$ cat src/rtl/fetch_redirect_unit.sv
// In-order fetch front end that redirects on execute's branch/jump target and buffers returned words with PCs.
// Optional macro FETCH_MISALIGN_CHECK_EN: a misaligned redirect target sets sticky misalign_o and halts fetch.
module fetch_redirect_unit #(
  parameter logic [31:0] RESET_PC = 32'h0100_0000,
  parameter int          DEPTH    = 2
) (
  input  logic        clk,
  input  logic        reset,
  input  logic        redirect_valid_i,
  input  logic [31:0] redirect_target_i,
  output logic        imem_req_valid_o,
  input  logic        imem_req_ready_i,
  output logic [31:0] imem_req_addr_o,
  input  logic        imem_rsp_valid_i,
  input  logic [31:0] imem_rsp_data_i,
  output logic        insn_valid_o,
  input  logic        insn_ready_i,
  output logic [31:0] insn_o,
  output logic [31:0] insn_pc_o,
  output logic        misalign_o
);

  localparam int AW = $clog2(DEPTH);
  localparam int CW = AW + 1;
  localparam logic [CW:0] DEPTH_W = (CW+1)'(DEPTH);

  logic [31:0]   pc_q, pc_d, rsp_pc_q, rsp_pc_d;
  logic [CW-1:0] out_q, out_d, drop_q, drop_d, cnt_q, cnt_d;
  logic [AW-1:0] wr_q, wr_d, rd_q, rd_d;
  logic [31:0]   insn_mem [DEPTH];
  logic [31:0]   pc_mem   [DEPTH];
  logic [CW:0]   used;
  logic          halted, req_fire, rsp, droppable, push, pop;

`ifdef FETCH_MISALIGN_CHECK_EN
  logic halted_q, halted_d;
  assign halted = halted_q;
  assign halted_d = halted_q | (redirect_valid_i & (redirect_target_i[1:0] != 2'b00));
  assign misalign_o = halted_q & ~reset;
  always_ff @(posedge clk or posedge reset) begin
    if (reset) halted_q <= 1'b0;
    else       halted_q <= halted_d;
  end
`else
  assign halted = 1'b0;
  assign misalign_o = 1'b0;
`endif

  // Credits count both in-flight requests and buffered words, so a response always has a slot.
  assign used             = {1'b0, out_q} + {1'b0, cnt_q};
  assign imem_req_valid_o = ~reset & ~redirect_valid_i & (used < DEPTH_W) & ~halted;
  assign imem_req_addr_o  = pc_q;
  assign req_fire         = imem_req_valid_o & imem_req_ready_i;
  assign rsp              = imem_rsp_valid_i;
  assign droppable        = (drop_q != '0);
  assign push             = rsp & ~droppable & ~redirect_valid_i & ~reset;

  assign insn_valid_o = ~reset & (cnt_q != '0) & ~redirect_valid_i;
  assign pop          = insn_valid_o & insn_ready_i;
  assign insn_o       = reset ? 32'h0 : insn_mem[rd_q];
  assign insn_pc_o    = reset ? 32'h0 : pc_mem[rd_q];

  always_comb begin
    pc_d     = pc_q;
    rsp_pc_d = rsp_pc_q;
    drop_d   = drop_q;
    cnt_d    = cnt_q;
    wr_d     = wr_q;
    rd_d     = rd_q;
    out_d    = out_q + CW'(req_fire) - CW'(rsp);
    if (redirect_valid_i) begin
      pc_d     = redirect_target_i;
      rsp_pc_d = redirect_target_i;
      cnt_d    = '0;
      wr_d     = '0;
      rd_d     = '0;
      // Every request still in flight after this cycle belongs to the abandoned path.
      drop_d   = out_q - CW'(rsp);
    end else begin
      if (req_fire)        pc_d     = pc_q + 32'd4;
      if (rsp && droppable) drop_d  = drop_q - CW'(1);
      if (push) begin
        rsp_pc_d = rsp_pc_q + 32'd4;
        wr_d     = wr_q + AW'(1);
      end
      if (pop)             rd_d     = rd_q + AW'(1);
      cnt_d = cnt_q + CW'(push) - CW'(pop);
    end
  end

  always_ff @(posedge clk or posedge reset) begin
    if (reset) begin
      pc_q     <= RESET_PC;
      rsp_pc_q <= RESET_PC;
      out_q    <= '0;
      drop_q   <= '0;
      cnt_q    <= '0;
      wr_q     <= '0;
      rd_q     <= '0;
    end else begin
      pc_q     <= pc_d;
      rsp_pc_q <= rsp_pc_d;
      out_q    <= out_d;
      drop_q   <= drop_d;
      cnt_q    <= cnt_d;
      wr_q     <= wr_d;
      rd_q     <= rd_d;
    end
  end

  always_ff @(posedge clk) begin
    if (push) begin
      insn_mem[wr_q] <= imem_rsp_data_i;
      pc_mem[wr_q]   <= rsp_pc_q;
    end
  end

endmodule

$ cat config.mk
export PLATFORM = sky130hd
export DESIGN_NAME = fetch_redirect_unit
export DESIGN_NICKNAME = d
export VERILOG_FILES = /design/src/rtl/fetch_redirect_unit.sv
export SDC_FILE = /design/constraint.sdc
export NUM_CORES = 1
export LEC_CHECK = 0
export CAP_MARGIN = 40
export CORE_MARGIN = 4
export CORE_UTILIZATION = 40
export DETAILED_ROUTE_END_ITERATION = 12
export PLACE_DENSITY = 0.67
export SETUP_SLACK_MARGIN = 0.05
export SLEW_MARGIN = 40
export SYNTH_ARGS = -nofsm -noshare
export SYNTH_HDL_FRONTEND = slang
export SYNTH_SLANG_ARGS = --single-unit
$ cat constraint.sdc
create_clock -name clk -period 4.2 [get_ports clk]
set_clock_uncertainty 0.05 [all_clocks]
set_input_delay 0.63 -clock clk [delete_from_list [all_inputs] [get_ports clk]]
set_output_delay 0.63 -clock clk [all_outputs]
set_load 0.02 [all_outputs]
==> results by group <==
Outcome
  – Status: complete, no violations

Global routing
  – Total GRT Usage: 0.175
  – Total grt overflow: 0
  – First-pass GRT wire length: 33800 um
  – Vias in the first global route: 6142
  – Initial antenna violation count: 0
  – Largest net degree at the start of global routing: 66

Timing
  – RSZ-0062 raised after global routing: no
  – Maximum clock frequency: 301 MHz
  – Final hold slack: 0.438 ns
  – Final setup fails: 0
  – Slew Limit Fails: 0
  – Fin crit period: 3.32 ns
  – Rel. slew slack: 0.440
  – Fin crit share: 0.792
  – Worst-Margin Slew: 0.840 ns
  – Setup TNS Final: 0 ns
  – Endpoints failing hold: 0

Clock tree
  – Cts bufs inserted: 17
  – # hold bufs at CTS: 0
  – Skew-Pair Late Insertion Delay: 0.43 ns
  – Setup Fix Bufs, Post-CTS: 0
  – Clk sinks: 200
  – Post-cts sizing count: 0
  – Root Buffer Master: clkbuf_16
  – Clock buffer depth: 2
  – Clock-pin slew of the registers on the worst-case setup and hold paths: 0.07 ns
  – CTS HTree Levels: 4
  – CTS tree: done

Cells and area
  – Layout cells sized above 1: 0.0652
  – Most frequent cells in the layout: clkdlybuf4s50_1, edfxtp_1, nor2_1
  – Final Util: 0.523
  – Final nets: 971
  – Fin cells: 1185
  – Antenna Diode Count: 0
  – Commonest non-fill, non-tap cell in the layout: clkdlybuf4s50_1
  – P&R area growth vs syn: 28.4%

Critical path
  – Slowest stage delay, CP: 0.50 ns
  – Arrival @ worst endpoint: 3.65 ns
  – Cell breakdown of the critical path: and2_1, fa_1, nor4_4, and2_1, inv_2, or3_1, or4_1, nand3_1
  – Worst Setup End Kind: flip-flop
  – CP Capture Point: imem_req_addr_o[29]
  – FF-to-FF path depth: 8
  – Critical path startpoint: out_q[0]
  – CP Launch Type: flip-flop
  – Critical path's most frequent cell: and2_1
  – Crit path required time: 4.52 ns
  – Worst r2r src: out_q[0]
  – WS Path Type: flip-flop to flip-flop
  – CP max-delay cell: or3_1
  – FF-to-FF End: imem_req_addr_o[29]
  – Worst R2R Setup Slack: 0.88 ns
  – Crit Path Max Fanout: 30

Flow run
  – Max-Cap Viols: 0

Logic synthesis
  – Avg Cell Area, Syn: 12.1 sq um
  – Top FF cell, synth: edfxtp_1
  – #FFs+latches synth: 200
  – Post-synthesis sequential area ratio: 0.636
  – Async SR Flop Fraction: 0.360
  – Ys Warns: 0
  – Number of flops mapped to enable cells by yosys: 128
  – Distinct cells, synth: 51
  – Area of the mapped netlist: 8880 sq um
  – Cells after synthesis: 733
  – Post-Syn Nets: 812

Pwr
  – PD cells: 409 nW/um^2
  – P_int: 3400 uW
  – Clock network fraction of design power: 0.337
  – VDD IR-drop max: 0.000258 V
  – Flop pwr share: 0.512
  – Psw: 1270 uW
  – Total power: 4670 uW
  – Sw Ratio: 0.272
  – Comb power frac: 0.151
  – LEAKAGE: 0.00398 uW

Place
  – Post-placement cell count: 1153
  – Placer congestion estimate: 0.889
  – Port buffer count: 167
  – Hpwl dp: 14900 um

Detailed routing
  – WL/cell: 17.9 um
  – Remaining antenna violation count: 0
  – Initial DRC Count: 523
  – Routed vias/inst: 5.43
  – Drt drc: 0
  – 1st-pass router iterations: 5
  – Vias: 6439
  – Total wire length: 21300 um

Die
  – IO Count: 169
  – # rows: 54
  – DIE AREA: 24700 sq um
  – Core area: 21800 sq um
  – Initial Util: 0.407
  – Vert. Die Dim: 157 um
  – Die width: 157 um

Worst hold path
  – Worst Hold Class: flip-flop to flip-flop
through the flow:
step,area (sq um),worst slack (ns)
5_1_grt,11400,0.666
2_1_floorplan,8890,0.679
4_1_cts,11400,0.866
3_5_place_dp,10800,0.918
3_3_place_gp,10800,0.997
6_report,11400,0.875
layer usage:
layer | share of wire | vias to the layer above | wire length, um | GRT usage
met4 | 0.014 | 0 | 307 | 0.0528
met3 | 0.082 | 26 | 1750 | 0.0366
li1 | - | 3036 | - | -
met1 | 0.47 | 3074 | 9980 | 0.263
met2 | 0.43 | 303 | 9220 | 0.257
met5 | 0 | - | 0 | 0
worst min-delay path by stage:
| stage | startpoint | endpoint | slack [ns] | cells after the start |
|---|---|---|---|---|
| final | rsp_pc_q[1] | pc_mem[0][1] | 0.44 | 0 |
| after global routing | rsp_pc_q[1] | pc_mem[1][1] | 0.45 | 0 |
| after CTS | rsp_pc_q[0] | pc_mem[1][0] | 0.43 | 0 |
| after detailed placement | rsp_pc_q[0] | pc_mem[0][0] | 0.42 | 0 |
| after global placement | rsp_pc_q[0] | pc_mem[0][0] | 0.40 | 0 |
| after floorplan | rsp_pc_q[6] | pc_mem[0][6] | 0.39 | 0 |
sequential cells by signal (all words and copies together) (netlist names):
signal and count:
cnt_q 2, drop_q 2, imem_req_addr_o 32, insn_mem 64, out_q 2, pc_mem 64, rd_q 1, rsp_pc_q 32
wr_q 1
cells by family (layout without fill, tap and decap cells):
group           after synthesis  count (layout)  share of synthesized area
xor+xnor                     19              19                     0.0187
mux                          65              65                     0.0732
simple gates                273             273                      0.146
buf+inv                      60             232                     0.0280
flops                       200             200                      0.636
fa+ha+maj                     9               9                     0.0135
compound gates              106             106                     0.0844
other cells                   1               1                   0.000422
critical path: cells and delay by family (launching register included):
kind	cells	cell delay, ns
DFF	1	0.39
adders and majority gates	1	0.48
and+or+nand+nor	6	2.02
buffers and inverters	1	0.31
final cells by class:
class / instances / area (sq um)
Multi-Input combinational cell: 473 / 3000
Tap cell: 280 / 350
Timing Repair Buffer: 176 / 1750
Fill cell: 1879 / 10400
Inverter: 24 / 90.1
Sequential cell: 200 / 5650
Clock inverter: 15 / 140
Clock buffer: 17 / 425
Yosys cell counts, types with 2 or more instances:
| library cell | count | area (sq um) |
|---|---|---|
| a21o_1 | 2 | 15.0 |
| a21oi_1 | 5 | 25.0 |
| a31oi_1 | 4 | 25.0 |
| a41oi_1 | 3 | 26.3 |
| and2_1 | 6 | 37.5 |
| and3_1 | 6 | 37.5 |
| and4_1 | 2 | 17.5 |
| buf_1 | 7 | 26.3 |
| buf_2 | 4 | 20.0 |
| buf_6 | 2 | 22.5 |
| clkbuf_1 | 22 | 82.6 |
| dfrtp_1 | 70 | 1750 |
| dfstp_2 | 2 | 52.6 |
| edfxtp_1 | 128 | 3840 |
| ha_1 | 8 | 100 |
| inv_1 | 22 | 82.6 |
| inv_2 | 2 | 7.51 |
| mux2i_1 | 65 | 651 |
| nand2_1 | 76 | 285 |
| nand2b_1 | 3 | 18.8 |
| nand3_1 | 38 | 190 |
| nand4_1 | 19 | 119 |
| nor2_1 | 95 | 357 |
| nor2_4 | 2 | 22.5 |
| nor3_1 | 6 | 30.0 |
| nor4_1 | 3 | 18.8 |
| nor4_4 | 2 | 42.5 |
| o211ai_1 | 26 | 195 |
| o21ai_0 | 26 | 130 |
| o21ai_1 | 6 | 30.0 |
| o311ai_0 | 16 | 140 |
| o311ai_1 | 9 | 78.8 |
| o31a_1 | 2 | 17.5 |
| or3_1 | 5 | 31.3 |
| or4_1 | 6 | 45.0 |
| xnor2_1 | 9 | 78.8 |
| xor2_1 | 10 | 87.6 |
power by group through the flow:
stage	Sequential (uW)	Clock, uW	Combinational [uW]
detailed placement	2430	0	706
finish	2390	1570	705
global placement	2420	0	700
floorplan	2430	0	367
global route	2410	1680	774
CTS	2390	1600	712
Power figures use the tool's default switching activity.
